### src/rtl/serial_adder.sv
// serial_adder: bit-serial N-bit adder built around one full-adder cell and a
// registered carry. Operands are captured on an accepted start and added
// LSB-first, one bit per clock; the parallel sum and carry-out are published
// together with a one-cycle done pulse.
// Optional feature: define SERIAL_ADDER_OVF_EN to add the ovf output, the
// two's-complement signed overflow of the published result.
module serial_adder #(
  parameter int WIDTH = 8
) (
  input  logic             clk,
  input  logic             rst_n,
  input  logic             start,
  input  logic [WIDTH-1:0] a,
  input  logic [WIDTH-1:0] b,
  input  logic             cin,
  output logic             busy,
  output logic             done,
  output logic [WIDTH-1:0] sum,
  output logic             carry
`ifdef SERIAL_ADDER_OVF_EN
  ,
  output logic             ovf
`endif
);

  localparam int CW = $clog2(WIDTH) + 1;

  localparam logic [1:0] IDLE  = 2'd0;
  localparam logic [1:0] SHIFT = 2'd1;
  localparam logic [1:0] DONE  = 2'd2;

  logic [1:0]       state_q, state_d;
  logic [WIDTH-1:0] a_q, a_d;
  logic [WIDTH-1:0] b_q, b_d;
  logic             c_q, c_d;
  logic [WIDTH-1:0] psum_q, psum_d;
  logic [CW-1:0]    cnt_q, cnt_d;
  logic [WIDTH-1:0] sum_q, sum_d;
  logic             carry_q, carry_d;
  logic             fa_sum;
  logic             fa_carry;
  logic             last_bit;
`ifdef SERIAL_ADDER_OVF_EN
  logic             ovf_q, ovf_d;
`endif

  // The single full-adder cell operating on the current LSBs and the running carry
  always_comb begin
    fa_sum   = a_q[0] ^ b_q[0] ^ c_q;
    fa_carry = (a_q[0] & b_q[0]) | (c_q & (a_q[0] ^ b_q[0]));
    last_bit = (cnt_q == CW'(WIDTH - 1));
  end

  // Next-state logic: load on accepted start, shift one bit per SHIFT cycle,
  // publish the result on the final bit so it appears on entry to DONE
  always_comb begin
    state_d = state_q;
    a_d     = a_q;
    b_d     = b_q;
    c_d     = c_q;
    psum_d  = psum_q;
    cnt_d   = cnt_q;
    sum_d   = sum_q;
    carry_d = carry_q;
`ifdef SERIAL_ADDER_OVF_EN
    ovf_d   = ovf_q;
`endif
    case (state_q)
      IDLE, DONE: begin
        if (start) begin
          a_d     = a;
          b_d     = b;
          c_d     = cin;
          cnt_d   = '0;
          state_d = SHIFT;
        end else begin
          state_d = IDLE;
        end
      end
      SHIFT: begin
        a_d    = {1'b0, a_q[WIDTH-1:1]};
        b_d    = {1'b0, b_q[WIDTH-1:1]};
        c_d    = fa_carry;
        psum_d = {fa_sum, psum_q[WIDTH-1:1]};
        cnt_d  = cnt_q + 1'b1;
        if (last_bit) begin
          sum_d   = {fa_sum, psum_q[WIDTH-1:1]};
          carry_d = fa_carry;
`ifdef SERIAL_ADDER_OVF_EN
          // c_q is the carry into the MSB on the final bit
          ovf_d   = c_q ^ fa_carry;
`endif
          state_d = DONE;
        end
      end
      default: state_d = IDLE;
    endcase
  end

  // State and datapath registers with asynchronous active-low clear
  always_ff @(posedge clk or negedge rst_n) begin
    if (!rst_n) begin
      state_q <= IDLE;
      a_q     <= '0;
      b_q     <= '0;
      c_q     <= 1'b0;
      psum_q  <= '0;
      cnt_q   <= '0;
      sum_q   <= '0;
      carry_q <= 1'b0;
`ifdef SERIAL_ADDER_OVF_EN
      ovf_q   <= 1'b0;
`endif
    end else begin
      state_q <= state_d;
      a_q     <= a_d;
      b_q     <= b_d;
      c_q     <= c_d;
      psum_q  <= psum_d;
      cnt_q   <= cnt_d;
      sum_q   <= sum_d;
      carry_q <= carry_d;
`ifdef SERIAL_ADDER_OVF_EN
      ovf_q   <= ovf_d;
`endif
    end
  end

  assign busy  = (state_q == SHIFT);
  assign done  = (state_q == DONE);
  assign sum   = sum_q;
  assign carry = carry_q;
`ifdef SERIAL_ADDER_OVF_EN
  assign ovf   = ovf_q;
`endif

endmodule

### config.mk
export PLATFORM = sky130hd
export DESIGN_NAME = serial_adder
export DESIGN_NICKNAME = d
export VERILOG_FILES = /design/src/rtl/serial_adder.sv
export SDC_FILE = /design/constraint.sdc
export NUM_CORES = 1
export LEC_CHECK = 0
export ABC_CLOCK_PERIOD_IN_PS = 1750
export CORE_MARGIN = 3
export CORE_UTILIZATION = 50
export DETAILED_ROUTE_END_ITERATION = 10
export HOLD_SLACK_MARGIN = 0.05
export PLACE_DENSITY_LB_ADDON = 0.12
export SYNTH_ARGS = -nofsm -noshare
export SYNTH_HDL_FRONTEND = slang
export SYNTH_SLANG_ARGS = --single-unit
### constraint.sdc
create_clock -name clk -period 1.75 [get_ports clk]
set_input_delay 0.525 -clock clk [delete_from_list [all_inputs] [get_ports clk]]
set_output_delay 0.525 -clock clk [all_outputs]
set_load 0.01 [all_outputs]
# --- Word-level counts from Yosys, hierarchy flattened ---
# Cells that the tools add are included.
totals:
  out_inout_bits: 11
  regBits: 40
  inputBits: 20
  elab_cells: 35
classes:
  addsub: 1
  bitwise: 5
  eq_ne: 5
  muxes: 11
  n_reduce_logical: 5
ops:
  columns: ["operator", "n"]
  rows:
  - ["8-bit one-hot mux with 2 select lines", 2]
  - ["8-bit 2-to-1 mux", 2]
  - ["4-bit one-hot mux with 2 select lines", 1]
  - ["4-bit by 1-bit adder with 4-bit output, second input constant", 1]
  - ["4-bit by 3-bit equality test with 1-bit output, second input constant", 1]
  - ["4-bit 2-to-1 mux", 1]
  - ["2-bit one-hot mux with 2 select lines", 1]
  - ["2-bit AND reduction", 2]
  - ["1-bit AND", 2]
  - ["2-bit by 1-bit equality test with 1-bit output, second input constant", 1]
  - ["2-bit equality test, second input constant", 1]
  - ["2-bit zero test", 1]
  - ["1-bit 2-to-1 mux", 2]
  - ["2-bit 2-to-1 mux", 1]
  - ["2-bit by 1-bit != test with 1-bit output, second input constant", 1]
  - ["2-bit != test, second input constant", 1]
  - ["1-bit one-hot mux with 2 select lines", 1]
  - ["2-bit nonzero test", 1]
  - ["2-bit OR reduction", 1]
  - ["1-bit XOR", 2]
  - ["1-bit OR", 1]

# --- Logic depth before layout (Yosys ltp) ---
# Gate-level depths: netlist (run 1).
depth:
  depth_word: 4
  mapped_depth: 5
  depth_no_buf: 4

# --- Least setup slack after synthesis (run 1) ---
# Ideal clock, no wire load.
synth_timing:
  path_kind: "reg2reg"
  startpoint: "register cnt_q[0]"
  endpoint: "register carry_q, in the netlist carry"
  path_buffers: 1
  stages_incl_launch_ff: 6
  setup_slack_ns: 0.360
  synth_period_minus_slack_ns: 1.390
  t_arrival_ns: 1.265
  path_cell_list: "dfrtp_1 ha_1 nand2_1 nor3b_2 buf_4 mux2_2"
synth_via:
  elab_chain_cells: 2
synth_rtl:
  columns: ["element", "line", "rtl"]
  rows:
  - ["from (decl)", "37", "logic [CW-1:0] cnt_q, cnt_d;"]
  - ["from (signal assigned)", "120", "cnt_q <= cnt_d;"]
  - ["4-bit by 3-bit equality test with 1-bit output", "51", "last_bit = (cnt_q == CW'(WIDTH - 1));"]
  - ["2-bit AND reduction (no source line)", null, null]
  - ["to (signal assigned)", "122", "carry_q <= carry_d;"]
  - ["to (decl)", "39", "logic carry_q, carry_d;"]
# Every way passes these cells.
# A chain may end at the register's enable or synchronous reset.

# --- Worst setup path in the final report (run 1) ---
layout_timing:
  startpoint: "register state_q[1]"
  endpoint: "register carry_q, in the netlist carry"
layout_via:
  elab_chain_cells: 2
layout_rtl:
  columns: ["element", "line", "rtl"]
  rows:
  - ["from (decl)", "32", "logic [1:0] state_q, state_d;"]
  - ["from (signal assigned)", "115", "state_q <= state_d;"]
  - ["2-bit by 1-bit equality test with 1-bit output", "68", "case (state_q)"]
  - ["2-bit AND reduction (no source line)", null, null]
# Every way passes these cells.

==> impl_metrics.env, run 1 <==
export IMPL_port_buffers=30
export IMPL_clk_pin_slew_ns=0.11
export IMPL_rows=20
export IMPL_crit_path_start_kind="register"
export IMPL_synth_top_area_cell="dfrtp_1"
export IMPL_worstPathMaxFanout=10
export IMPL_fin_setup_tns_ns=0
export IMPL_ys_seq_elements=39
export IMPL_slew_viol_final=0
export IMPL_cts_buffers=5
export IMPL_min_path_type="input port to asynchronous set/reset pin"
export IMPL_syn_inst=113
export IMPL_drcViolationCount=0
export IMPL_hpwl_microns=1960
export IMPL_cts_tree="built"
export IMPL_met1_usage_pct=21.3
export IMPL_first_pass_iters=4
export IMPL_reg2reg_to="carry"
export IMPL_relSlewSlack_pct=53.7
export IMPL_synth_area_leaders="dfrtp_1, mux2_2, a22o_1, a21o_1, buf_2"
export IMPL_placed_area_sq_um=1990
export IMPL_ys_flop_type="dfrtp_1"
export IMPL_routed_via_density=5.35
export IMPL_rsz0062_at_grt="no"
export IMPL_synth_yosys_seq_area_share_pct=59.8
export IMPL_reg2reg_slack_ns=0.08
export IMPL_die_h_microns=63.1
export IMPL_irDropWorstVdd_v=0.000963
export IMPL_synth_nets=135
export IMPL_final_cells=195
export IMPL_grt_max_degree=40
export IMPL_ios=31
export IMPL_leakage_nw=1.03
export IMPL_synth_warnings=0
export IMPL_p_clk_share_pct=12.4
export IMPL_hold_viol=0
export IMPL_grt_total_usage_pct=16.5
export IMPL_cp_slowest_cell="dfrtp_1"
export IMPL_power_density_nw_per_um2=1700
export IMPL_tightest_slew_ns=0.694
export IMPL_cts_hold_buf=0
export IMPL_grt_pass1_wl_microns=5120
export IMPL_grt_pass1_vias=1118
export IMPL_dr_total_vias=1043
export IMPL_syn_cell_area_sq_um=1630
export IMPL_clockBufferDepth=2
export IMPL_netSwitchingFraction_pct=33.2
export IMPL_async_flop_share_pct=100
export IMPL_final_util_pct=65.9
export IMPL_dp_cells=186
export IMPL_clk_latency_ns=0.34
export IMPL_end_kind="register"
export IMPL_antenna_found_initial=0
export IMPL_dp_worst_setup_slack_ns=-0.186
export IMPL_setup_slack_ns=0.0778
export IMPL_cts_root_buffer="clkbuf_4"
export IMPL_share_comb_of_total_power_pct=42.2
export IMPL_setup_viol=0
export IMPL_fin_crit_ns=1.67
export IMPL_worstPathArrival_ns=1.90
export IMPL_syn2layout_area_growth_pct=24.1
export IMPL_cp_required_ns=1.98
export IMPL_antennaDiodeCount=0
export IMPL_cap_violations=0
export IMPL_drt_iter0_markers=57
export IMPL_ys_top_cells_by_count="dfrtp_1, a22o_1, mux2_2"
export IMPL_p_sw_w=0.00115
export IMPL_start_util_pct=53.0
export IMPL_crit_type="register to register"
export IMPL_clock_fmax_ghz=0.598
export IMPL_overflow=0
export IMPL_outcome="finished clean"
export IMPL_dieArea_sq_um=3990
export IMPL_clock_sinks=39
export IMPL_synthDistinctLibCells=21
export IMPL_grt_use_met3_pct=4.81
export IMPL_p_int_w=0.00230
export IMPL_clock_skew_ns=0.00764
export IMPL_yosys_area_top_type_share_pct=59.8
export IMPL_fin_crit_sh_pct=95.6
export IMPL_ant_nets=0
export IMPL_fin_area_sq_um=2030
export IMPL_fin_nets=172
export IMPL_wl_microns=2900
export IMPL_fillCellCount=240
export IMPL_slowest_delay_ns=0.39
export IMPL_cts_max_level=2
export IMPL_grt_busiest_layer="met2"
export IMPL_drive_above_1_share_pct=22.5
export IMPL_crit_top_cell="buf_4"
export IMPL_avgSynthCellArea_sq_um=14.4
export IMPL_synthMostInstantiatedCell="dfrtp_1"
export IMPL_die_w_microns=63.1
export IMPL_rr_startpoint="state_q[1]"
export IMPL_wl_per_cell_microns=14.9
export IMPL_p_seq_share_pct=45.3
export IMPL_crit_path_cell_trace="buf_4 -> nor2b_4 -> buf_4 -> nor3b_2 -> buf_4 -> mux2_2"
export IMPL_gp_congestion=0.738
export IMPL_synth_edf_count=0
export IMPL_met2_usage_pct=25.8
export IMPL_core_sq_um=3080
export IMPL_reg2regPathDepth=6
## power groups by stage
stage                     sequential [W]  clock, W  combinational (W)
final                            0.00156  0.000428            0.00146
after global routing             0.00162  0.000483            0.00161
after CTS                        0.00157  0.000448            0.00147
after detailed placement         0.00159         0            0.00153
after global placement           0.00156         0            0.00150
after floorplan                  0.00158         0            0.00106
## layout make-up
type	count	area [sq um]	area share, %
sequential	39	976	48.1
timing repair buffer	37	343	16.9
tap	44	55.1	2.72
clock buffer	7	45.0	2.22
clock inverter	1	5.00	0.247
multi-input combinational	67	603	29.8
## cells by family after synthesis
family	Yosys count	synth area share, %
adder cells (fa/ha/maj)	2	1.99
flip-flops	39	59.8
AO/OA/AOI/OAI	35	17.4
multiplexers	18	12.3
buffers and inverters	7	3.29
XOR/XNOR	1	0.536
AND/OR/NAND/NOR	11	4.75
## worst max-delay path: cells and delay by family, from the launching register on
family / cells / cell delay, ns
buf+inv: 3 / 0.53
simple gates: 2 / 0.29
flops: 1 / 0.39
mux: 1 / 0.35
## layer usage
layer  part of all wire [%]  wire [microns]
met2                     47            1360
met3                    5.2             151
met5                      0               0
met1                     46            1340
met4                    1.5              44
## what timing repair did
action	4_1_cts	5_1_grt
setup buffers	1	0
gates resized for setup	14	0
setup endpoints to repair	11	0
## sequential cells by signal (all words and copies together) (netlist names)
register  flops
a_q           8
b_q           8
c_q           1
carry         1
cnt_q         4
psum_q        7
state_q       2
sum           8
## per-stage QoR
stage | total power [W] | hold slack (ns)
3_3_place_gp | 0.00306 | 0.460
6_report | 0.00345 | 0.126
5_1_grt | 0.00372 | 0.115
3_5_place_dp | 0.00312 | 0.465
4_1_cts | 0.00349 | 0.127
2_1_floorplan | 0.00264 | 0.229
## how the worst max path moves through the flow
stage | slack, ns | cells past startpoint | endpoint | start
floorplan | 0.36 | 5 | carry | cnt_q[0]
global placement | -0.14 | 4 | b_q[7] | start
detailed placement | -0.19 | 4 | b_q[7] | start
CTS | 0.07 | 6 | carry | state_q[1]
global route | 0.01 | 6 | carry | state_q[1]
finish | 0.08 | 6 | carry | state_q[1]
## layout by cell type, fill, tap and decap left out, drive strengths merged
cell type      synthesis  routed
a21o                  15      15
a22o                  19      19
buf                    7       9
clkbuf                 0       7
clkdlybuf4s50          0      18
clkinv                 0       1
dfrtp                 39      39
dlygate4sd2            0      10
fa                     1       1
ha                     1       1
mux2                  16      16
mux2i                  2       2
nand2                  1       1
nand2b                 2       2
nand4                  1       1
nor2                   2       2
nor2b                  4       4
nor3b                  1       1
o21ai                  1       1
xnor2                  1       1
Power figures use the tool's default switching activity.
==> run 2, diff against run 1 <==
REMOVE_ABC_BUFFERS = 1   (was default)
==> impl_metrics.env, run 2 (same netlist as run 1, synthesis figures left out) <==
export IMPL_clock_skew_ns=0.0122
export IMPL_grt_max_degree=40
export IMPL_cts_tree="built"
export IMPL_layout_cells_most_common="dfrtp_1"
export IMPL_rsz0062_at_grt="no"
export IMPL_antennaDiodeCount=0
export IMPL_crit_type="register to output port"
export IMPL_end_kind="output port"
export IMPL_dr_total_vias=1034
export IMPL_grt_use_met3_pct=6.95
export IMPL_outcome="finished clean"
export IMPL_slew_viol_final=0
export IMPL_cts_max_level=2
export IMPL_antenna_found_initial=0
export IMPL_relSlewSlack_pct=68.7
export IMPL_drcViolationCount=0
export IMPL_gp_congestion=0.735
export IMPL_worstPathArrival_ns=1.13
export IMPL_fin_nets=170
export IMPL_drt_iter0_markers=28
export IMPL_core_sq_um=3080
export IMPL_final_cell_mix="dfrtp_1, a22o_1, clkdlybuf4s50_1"
export IMPL_cts_hold_buf=0
export IMPL_clk_latency_ns=0.35
export IMPL_wl_microns=2680
export IMPL_clockBufferDepth=2
export IMPL_layout_area_seq_sq_um=976
export IMPL_cts_buffers=5
export IMPL_wl_per_cell_microns=13.9
export IMPL_cp_required_ns=1.22
export IMPL_worstPathMaxFanout=2
export IMPL_fin_crit_sh_pct=94.5
export IMPL_hold_viol=0
export IMPL_min_path_type="input port to asynchronous set/reset pin"
export IMPL_power_density_nw_per_um2=1720
export IMPL_grt_pass1_vias=1042
export IMPL_cts_root_buffer="clkbuf_4"
export IMPL_first_pass_iters=4
export IMPL_ios=31
export IMPL_grt_total_usage_pct=16.0
export IMPL_clock_sinks=39
export IMPL_die_w_microns=63.1
export IMPL_fin_crit_ns=1.65
export IMPL_start_util_pct=53.0
export IMPL_fin_hold_ws_ns=0.202
export IMPL_met2_usage_pct=24.1
export IMPL_overflow=0
export IMPL_grt_busiest_layer="met2"
export IMPL_hpwl_microns=1870
export IMPL_rows=20
export IMPL_cap_violations=0
export IMPL_drive_above_1_share_pct=22.8
export IMPL_syn2layout_area_growth_pct=24.1
export IMPL_setup_viol=0
export IMPL_port_buffers=30
export IMPL_leakage_nw=1.02
export IMPL_grt_pass1_wl_microns=4820
export IMPL_clock_fmax_ghz=0.604
export IMPL_irDropWorstVdd_v=0.000812
export IMPL_final_util_pct=65.9
export IMPL_ant_nets=0
export IMPL_dieArea_sq_um=3990
export IMPL_crit_path_start_kind="register"
export IMPL_tightest_slew_ns=0.469
export IMPL_die_h_microns=63.1
export IMPL_multi_input_area_sq_um=608
export IMPL_clk_pin_slew_ns=0.12
export IMPL_routed_via_density=5.36
export IMPL_met1_usage_pct=20.0
export IMPL_fillCellCount=262
run 2: cell types whose count changed in the layout (fill, tap and decap cells not counted), sizes merged:
cell / delta
buf: -2
clkinv: -1
clkinvlp: +1
run 2: path summary, 6_finish.rpt:
path	end	slack (ns)	startpoint	cells after the start
max	done	0.1	state_q[1]	2
min	state_q[1]	0.20	rst_n	2
max reg2reg	sum[2]	0.24	cnt_q[0]	5
min reg2reg	a_q[5]	0.49	a_q[5]	1
max in group asynchronous	a_q[0]	1.21	rst_n	2
min in group clk	a_q[5]	0.49	a_q[5]	1
run 2: critical path, stage by stage (launching register included):
cell,delay [ns]
dfrtp_1,0.39
nor2b_1,0.12
dlygate4sd2_1,0.27
run 2: timing repair:
| action | CTS | global route |
|---|---|---|
| gates resized for setup | 14 | 1 |
| endpoints found under the setup margin | 11 | 18 |
| buffers inserted | 1 | 0 |
run 2: layer usage:
metal  routed length, microns  share of wire (%)
met1                     1210                 45
met5                        0                  0
met2                     1290                 48
met3                      149                5.6
met4                       34                1.3
run 2: power breakdown:
part           internal, W  switching, W  total (W)  leakage (nW)
clock             0.000235      0.000283   0.000518        0.0375
sequential         0.00132      0.000239    0.00156         0.487
combinational     0.000806      0.000606    0.00141         0.500
run 2: through the flow:
step	setup WS [ns]	std cells	total power, W	cell area [sq um]	setup TNS (ns)
2_1_floorplan	-0.212	106	0.00254	1580	-5.14
3_3_place_gp	-0.150	184	0.00301	1960	-2.58
3_5_place_dp	-0.212	184	0.00308	1960	-3.63
4_1_cts	0.0733	193	0.00353	2020	0
5_1_grt	0.0175	193	0.00377	2030	0
6_report	0.0954	193	0.00349	2030	0
run 2: cell type report:
cell class / count / area share, %
Clock buffer: 7 / 3.21
Clock inverter: 1 / 0.370
Tap cell: 44 / 2.72
Multi-Input combinational cell: 67 / 30.0
Sequential cell: 39 / 48.1
Timing Repair Buffer: 35 / 15.6
